$ cat src/rtl/tinyalu_pkg.sv
// Shared TinyALU types and widths; this slice adds the memory interface unit's
// state encoding and memory port widths.
package tinyalu_pkg;

  localparam int MIU_ADDR_W = 14;
  localparam int MIU_DATA_W = 8;
  localparam int MIU_WORD_W = 2 * MIU_DATA_W;

  typedef enum logic [2:0] {
    IDLE  = 3'd0,
    READ  = 3'd1,
    WR_LO = 3'd2,
    WR_HI = 3'd3,
    DONE  = 3'd4
  } miu_state_t;

  // Byte address of the high half of a 16-bit word; wraps at the top of memory.
  function automatic logic [MIU_ADDR_W-1:0] miu_next_addr(input logic [MIU_ADDR_W-1:0] a);
    return a + 1'b1;
  endfunction

endpackage

$ cat src/rtl/mem_if_unit_if.sv
// Bus bundles for the memory interface unit: the instruction unit's load/store
// protocol and the byte-wide main memory port.
//
// Handshakes: load/store are level-held by the instruction unit until it sees the
// one-cycle mem_done pulse and must drop on that edge. mem_req stays high (with
// mem_we/mem_addr/mem_wdata stable) until mem_resp is sampled; mem_resp with
// mem_req low carries no meaning.
interface miu_ls_if;
  import tinyalu_pkg::*;
  logic                  load;
  logic                  store;
  logic [MIU_ADDR_W-1:0] addr;
  logic [MIU_WORD_W-1:0] result;
  logic [MIU_DATA_W-1:0] data;
  logic                  mem_done;
  logic                  err;

  modport master (output load, store, addr, result, input data, mem_done, err);
  modport slave  (input load, store, addr, result, output data, mem_done, err);
endinterface

interface miu_mem_if;
  import tinyalu_pkg::*;
  logic                  mem_req;
  logic                  mem_we;
  logic [MIU_ADDR_W-1:0] mem_addr;
  logic [MIU_DATA_W-1:0] mem_wdata;
  logic [MIU_DATA_W-1:0] mem_rdata;
  logic                  mem_resp;

  modport master (output mem_req, mem_we, mem_addr, mem_wdata, input mem_rdata, mem_resp);
  modport slave  (input mem_req, mem_we, mem_addr, mem_wdata, output mem_rdata, mem_resp);
endinterface

$ cat src/rtl/mem_if_unit_timer.sv
// mem_if_timer: counts cycles a memory request has been outstanding.
// Only built when MIU_TIMEOUT_EN is defined.
`ifdef MIU_TIMEOUT_EN
module mem_if_timer #(
  parameter int TIMEOUT_CYCLES = 255
) (
  input  logic clk,
  input  logic reset_n,
  input  logic i_clear,
  input  logic i_enable,
  output logic o_expired
);
  localparam int CW = $clog2(TIMEOUT_CYCLES + 1);

  logic [CW-1:0] r_cnt;

  always_ff @(posedge clk or negedge reset_n) begin
    if (!reset_n)      r_cnt <= '0;
    else if (i_clear)  r_cnt <= '0;
    else if (i_enable) r_cnt <= r_cnt + 1'b1;
  end

  // Fires on the last permitted request cycle so mem_req is high for exactly TIMEOUT_CYCLES.
  assign o_expired = i_enable && (r_cnt == CW'(TIMEOUT_CYCLES - 1));
endmodule
`endif

$ cat src/rtl/mem_if_unit.sv
// mem_if_unit: turns level-held load/store requests into byte transactions on the
// 14-bit-addressed memory port. Optional request timeout via MIU_TIMEOUT_EN.
module mem_if_unit
  import tinyalu_pkg::*;
#(
  parameter int TIMEOUT_CYCLES = 255
) (
  input  logic       clk,
  input  logic       reset_n,
  miu_ls_if.slave    ls,
  miu_mem_if.master  mem,
  output miu_state_t o_dbg_state
);

  miu_state_t            r_state;
  logic [MIU_ADDR_W-1:0] r_addr;
  logic [MIU_WORD_W-1:0] r_result;
  logic [MIU_DATA_W-1:0] r_data;
  logic                  r_mem_done;
  logic                  r_err;
  logic                  r_timed_out;
  logic                  r_mem_req;
  logic                  r_mem_we;
  logic [MIU_ADDR_W-1:0] r_mem_addr;
  logic [MIU_DATA_W-1:0] r_mem_wdata;

  logic w_resp_hit;
  logic w_expired;

  assign w_resp_hit = r_mem_req && mem.mem_resp;

`ifdef MIU_TIMEOUT_EN
  logic w_tmr_clr;

  // Every state change passes through one of these, so the count restarts per state.
  assign w_tmr_clr = (r_state == IDLE) || (r_state == DONE) || w_resp_hit || w_expired;

  mem_if_timer #(.TIMEOUT_CYCLES(TIMEOUT_CYCLES)) u_timer (
    .clk       (clk),
    .reset_n   (reset_n),
    .i_clear   (w_tmr_clr),
    .i_enable  (r_mem_req),
    .o_expired (w_expired)
  );
`else
  assign w_expired = 1'b0;
`endif

  always_ff @(posedge clk or negedge reset_n) begin
    if (!reset_n) begin
      r_state     <= IDLE;
      r_addr      <= '0;
      r_result    <= '0;
      r_data      <= '0;
      r_mem_done  <= 1'b0;
      r_err       <= 1'b0;
      r_timed_out <= 1'b0;
      r_mem_req   <= 1'b0;
      r_mem_we    <= 1'b0;
      r_mem_addr  <= '0;
      r_mem_wdata <= '0;
    end else begin
      r_mem_done <= 1'b0;
      r_err      <= 1'b0;
      case (r_state)
        IDLE: begin
          // Store has priority when both requests are present.
          if (ls.store) begin
            r_addr      <= ls.addr;
            r_result    <= ls.result;
            r_mem_req   <= 1'b1;
            r_mem_we    <= 1'b1;
            r_mem_addr  <= ls.addr;
            r_mem_wdata <= ls.result[MIU_DATA_W-1:0];
            r_state     <= WR_LO;
          end else if (ls.load) begin
            r_addr     <= ls.addr;
            r_mem_req  <= 1'b1;
            r_mem_we   <= 1'b0;
            r_mem_addr <= ls.addr;
            r_state    <= READ;
          end
        end
        READ: begin
          if (w_resp_hit) begin
            r_data    <= mem.mem_rdata;
            r_mem_req <= 1'b0;
            r_state   <= DONE;
          end else if (w_expired) begin
            r_mem_req   <= 1'b0;
            r_timed_out <= 1'b1;
            r_state     <= DONE;
          end
        end
        WR_LO: begin
          if (w_resp_hit) begin
            r_mem_addr  <= miu_next_addr(r_addr);
            r_mem_wdata <= r_result[MIU_WORD_W-1:MIU_DATA_W];
            r_state     <= WR_HI;
          end else if (w_expired) begin
            r_mem_req   <= 1'b0;
            r_timed_out <= 1'b1;
            r_state     <= DONE;
          end
        end
        WR_HI: begin
          if (w_resp_hit) begin
            r_mem_req <= 1'b0;
            r_state   <= DONE;
          end else if (w_expired) begin
            r_mem_req   <= 1'b0;
            r_timed_out <= 1'b1;
            r_state     <= DONE;
          end
        end
        DONE: begin
          r_mem_done  <= 1'b1;
          r_err       <= r_timed_out;
          r_timed_out <= 1'b0;
          r_state     <= IDLE;
        end
        default: begin
          r_mem_req <= 1'b0;
          r_state   <= IDLE;
        end
      endcase
    end
  end

  assign ls.data       = r_data;
  assign ls.mem_done   = r_mem_done;
  assign ls.err        = r_err;
  assign mem.mem_req   = r_mem_req;
  assign mem.mem_we    = r_mem_we;
  assign mem.mem_addr  = r_mem_addr;
  assign mem.mem_wdata = r_mem_wdata;
  assign o_dbg_state   = r_state;

endmodule

$ cat src/flat_wrapper.sv
// flat-port wrapper written by rule: the top's interface ports become plain ports
module mem_if_unit_flat import tinyalu_pkg::*;
#(
  parameter int TIMEOUT_CYCLES = 255
)
  (clk, reset_n, o_dbg_state, ls_load, ls_store, ls_addr, ls_result, ls_data, ls_mem_done, ls_err, mem_mem_req, mem_mem_we, mem_mem_addr, mem_mem_wdata, mem_mem_rdata, mem_mem_resp);
  miu_ls_if ls_i ();
  miu_mem_if mem_i ();
  input  logic clk;
  input  logic reset_n;
  output miu_state_t o_dbg_state;
  input wire logic [$bits(ls_i.load)-1:0] ls_load;
  input wire logic [$bits(ls_i.store)-1:0] ls_store;
  input wire logic [$bits(ls_i.addr)-1:0] ls_addr;
  input wire logic [$bits(ls_i.result)-1:0] ls_result;
  output wire logic [$bits(ls_i.data)-1:0] ls_data;
  output wire logic [$bits(ls_i.mem_done)-1:0] ls_mem_done;
  output wire logic [$bits(ls_i.err)-1:0] ls_err;
  output wire logic [$bits(mem_i.mem_req)-1:0] mem_mem_req;
  output wire logic [$bits(mem_i.mem_we)-1:0] mem_mem_we;
  output wire logic [$bits(mem_i.mem_addr)-1:0] mem_mem_addr;
  output wire logic [$bits(mem_i.mem_wdata)-1:0] mem_mem_wdata;
  input wire logic [$bits(mem_i.mem_rdata)-1:0] mem_mem_rdata;
  input wire logic [$bits(mem_i.mem_resp)-1:0] mem_mem_resp;
  assign ls_i.load = ls_load;
  assign ls_i.store = ls_store;
  assign ls_i.addr = ls_addr;
  assign ls_i.result = ls_result;
  assign ls_data = ls_i.data;
  assign ls_mem_done = ls_i.mem_done;
  assign ls_err = ls_i.err;
  assign mem_mem_req = mem_i.mem_req;
  assign mem_mem_we = mem_i.mem_we;
  assign mem_mem_addr = mem_i.mem_addr;
  assign mem_mem_wdata = mem_i.mem_wdata;
  assign mem_i.mem_rdata = mem_mem_rdata;
  assign mem_i.mem_resp = mem_mem_resp;
  mem_if_unit #(.TIMEOUT_CYCLES(TIMEOUT_CYCLES)) u_core (.clk(clk), .reset_n(reset_n), .ls(ls_i), .mem(mem_i), .o_dbg_state(o_dbg_state));
endmodule
$ cat config.mk
export PLATFORM = sky130hd
export DESIGN_NAME = mem_if_unit_flat
export DESIGN_NICKNAME = d
export VERILOG_FILES = /design/src/rtl/tinyalu_pkg.sv /design/src/rtl/mem_if_unit_if.sv /design/src/rtl/mem_if_unit_timer.sv /design/src/rtl/mem_if_unit.sv /design/src/flat_wrapper.sv
export SDC_FILE = /design/constraint.sdc
export NUM_CORES = 1
export LEC_CHECK = 0
export ABC_AREA = 1
export BUFFER_PORTS_ARGS = -buffer_cell sky130_fd_sc_hd__buf_2
export CORE_ASPECT_RATIO = 1.5
export CORE_MARGIN = 2
export CORE_UTILIZATION = 25
export CTS_CLUSTER_DIAMETER = 150
export DETAILED_ROUTE_END_ITERATION = 12
export GPL_ROUTABILITY_DRIVEN = 1
export PLACE_DENSITY = 0.53
export RECOVER_POWER = 25
export SYNTH_ARGS = -nofsm -noshare
export SYNTH_HDL_FRONTEND = slang
export SYNTH_HIERARCHICAL = 1
export SYNTH_SLANG_ARGS = --single-unit
$ cat constraint.sdc
create_clock -name clk -period 1.5 [get_ports clk]
set_clock_uncertainty 0.05 [all_clocks]
set_input_delay 0.075 -clock clk [delete_from_list [all_inputs] [get_ports clk]]
set_output_delay 0.075 -clock clk [all_outputs]
set_load 0.05 [all_outputs]
==> impl_metrics.toml <==
[outcome]
status = "finished, final reports clean"

[global_route]
grt_pass1_wl_um = 13000
grt_start_max_net_pins = 59
overflow = 0
antenna_found_initial = 0
grt_use_total_pct = 13.4
grt_pass1_vias = 2740

[drt]
via_count = 2751
antenna_left = 0
route.detailed.drc = 0
routed_wl_um = 8210
dr.pass1.iters = 4
viasPerCell = 4.31
drtIter0Drc = 140
route.detailed.wl_per_inst_um = 12.8

[sta]
drv_slew = 0
rsz0062_at_grt = "yes"
whs_ns = 0.0103
finalHoldViolations = 0
max_freq_mhz = 690
fin_crit_ns = 1.45
worstMarginPinSlew_ns = 0.842
setup_viol = 0
slew_headroom_pct = 43.9
fin_crit_sh_pct = 96.6
fin_ws_ns = 0.0514

[worst_setup_path]
critPathLaunch = "u_core/o_dbg_state[0]"
cp_slowest_cell = "dfrtp_2"
worstSetupEndpointType = "flop"
required_ns = 1.66
ff2ff_path_depth = 9
critPathTopFamily = "simple AND/OR/NAND/NOR gates"
rr_startpoint = "u_core/o_dbg_state[0]"
reg2reg_to = "u_core/mem.mem_addr[8]"
path_buf_inv = 2
crit_path_start_kind = "flop"
crit_chain = "nor2_4 -> nand2_4 -> inv_4 -> nand3_4 -> nand2_4 -> buf_12 -> nor2_1 -> nand2_1 -> nand2_1"
crit_path_max_fanout = 12
critical_path_class = "flop to flop"
cp_slowest_stage_delay_ns = 0.43
reg2reg_setup_slack_ns = 0.05
cp.arrival_ns = 1.61

[place]
port_buffers = 78
dpl.hpwl_um = 5670
place_ws_ns = 0.0517
place.gp.congestion = 0.829

[die]
die_w_um = 92.0
start_util_pct = 25.5
top_level_ports = 80
fp.dieH_um = 136
rows = 48
core_area_um2 = 11400
die_area_um2 = 12500

[yosys]
synthSimpleGateAreaFrac_pct = 34.9
syn_inst = 361
yosysWarningCount = 6
ys_ff_latch = 58
synth_cell_types = 30
synth_nets = 405
ys_seq_area_share_pct = 49.9
synth_xor_area_share_pct = 1.51
postSynthAreaPerCell_um2 = 8.05
syn_area_um2 = 2910
synthMuxAreaShare_pct = 0
synth_top_family_by_area = "simple AND/OR/NAND/NOR gates"
synth_compound_area_share_pct = 6.54
synthAdderAreaFrac_pct = 0.430

[cts]
insertion_delay_ns = 0.33
clockRootBuffer = "clkbuf_16"
path_clk_slew_ns = 0.05
htreeDepth = 3
clock_sinks = 58
cts_made_buffers = 9
cts_buffer_depth = 2
cts_tree = "built"

[min_path]
worstHoldStart = "ls_result[2]"
min_to = "u_core/mem.mem_wdata[2]"
min_path_type = "primary input to flop"
min_path_cells = 3

[pwr]
p_total_uw = 3930
p_switching_uw = 854
internal_power_uw = 3080
power_leakage_uw = 0.00224
ir_worst_vdd_mv = 0.503
p_seq_share_pct = 40.8
comb_power_share_pct = 6.7
pwr-share-clk_pct = 52.5
power.density_nw_per_um2 = 944
swShare_pct = 21.7

[final_layout]
final_nets = 528
finalCoreUtilization_pct = 36.5
drive_above_1_share_pct = 28.4
diodes = 0
area_delta_synth_final_pct = 43.3

[flow_run]
maxCapViolations = 0
## how the worst max path moves through the flow
stage                     cells after the start                 endpoint
after CTS                                     7    u_core/o_dbg_state[0]
after global routing                          9   u_core/mem.mem_addr[8]
final                                         9   u_core/mem.mem_addr[8]
after detailed placement                      9   u_core/mem.mem_addr[6]
after global placement                        7    u_core/o_dbg_state[1]
after floorplan                              10  u_core/mem.mem_addr[11]
## state kept, by name (all words and copies together) (netlist names)
| name | cells |
|---|---|
| u_core/mem.mem_addr | 14 |
| u_core/r_addr | 14 |
| u_core/ls.data | 8 |
| u_core/mem.mem_wdata | 8 |
| u_core/r_result | 8 |
| u_core/o_dbg_state | 3 |
| u_core/ls.mem_done | 1 |
| u_core/mem.mem_req | 1 |
| u_core/mem.mem_we | 1 |
## power by group through the flow
stage / Clock (µW) / Sequential, µW / Combinational [µW]
floorplan: 0 / 1670 / 40.7
global placement: 0 / 1630 / 200
detailed placement: 0 / 1630 / 203
CTS: 2130 / 1600 / 273
global route: 2210 / 1600 / 290
finish: 2060 / 1600 / 263
## synthesized netlist by cell type (all sizes together)
cell / n / area, µm²
dfrtp: 58 / 1450
or2: 1 / 6.26
a21oi: 2 / 21.3
nand3: 24 / 133
o21ai: 19 / 95.1
o31ai: 8 / 73.8
ha: 1 / 12.5
nand2: 154 / 623
nand4: 4 / 25.0
clkbuf: 1 / 3.75
buf: 10 / 95.1
conb: 1 / 3.75
nor2: 48 / 205
and3: 1 / 6.26
nor3: 1 / 16.3
inv: 23 / 91.3
xor2: 5 / 43.8
## worst min-delay path: cells and delay by family
family,cells,cell delay (ns)
buffers and inverters,1,0.10
AOI/OAI and AO/OA,1,0.08
and+or+nand+nor,1,0.10
## area by class of cell
class                           instances  area [µm²]
Clock buffer                           11         253
Fill cell                            1220        7250
Clock inverter                          5        52.6
Sequential cell                        58        1460
Multi-Input combinational cell        269        1270
Timing Repair Buffer                  123         843
Inverter                               23        98.8
Tap cell                              150         188
## placed cells by master, fill, tap and decap left out, types with 3 or more instances in the layout
| cell | netlist | layout |
|---|---|---|
| nand4_1 | 4 | 4 |
| dfrtp_2 | 0 | 4 |
| inv_2 | 5 | 4 |
| nand2_4 | 5 | 5 |
| clkbuf_16 | 0 | 10 |
| nand2_2 | 3 | 3 |
| o31ai_1 | 7 | 6 |
| buf_4 | 4 | 8 |
| dlygate4sd3_1 | 0 | 34 |
| dfrtp_1 | 58 | 54 |
| nor2_1 | 40 | 39 |
| buf_2 | 1 | 78 |
| o21ai_0 | 17 | 17 |
| xor2_1 | 5 | 5 |
| nand2_1 | 146 | 146 |
| nor2_2 | 7 | 8 |
| clkinv_2 | 0 | 3 |
| nand3_1 | 23 | 23 |
| inv_1 | 16 | 16 |
## logic make-up after synthesis
group	after synthesis
buffers and inverters	34
XOR/XNOR	5
AO/OA/AOI/OAI	29
adder cells (fa/ha/maj)	1
AND/OR/NAND/NOR	233
flip-flops	58
other	1
## per-layer routing
layer  global-route usage (%)  vias up  wire, µm
met5                        0        -         0
met4                     6.63        0       175
met3                     2.83       13       338
met2                     24.0       75      4320
met1                     15.0     1285      3370
li1                         -     1378         -
## what timing repair did
action / in CTS / in global routing
hold endpoints to repair: 91 / 0
hold buffers: 34 / 0
setup endpoints to repair: 0 / 27
buffers inserted: 0 / 1
resized for setup: 0 / 6
## metrics by stage
step,std cells,TNS [ns],instance area (µm²)
after global placement,587,0,3480
final,639,0,4160
after CTS,637,0,4130
after detailed placement,587,0,3480
after global routing,639,-0.390,4160
after floorplan,361,0,2920
(Power assumes the default switching activity.)
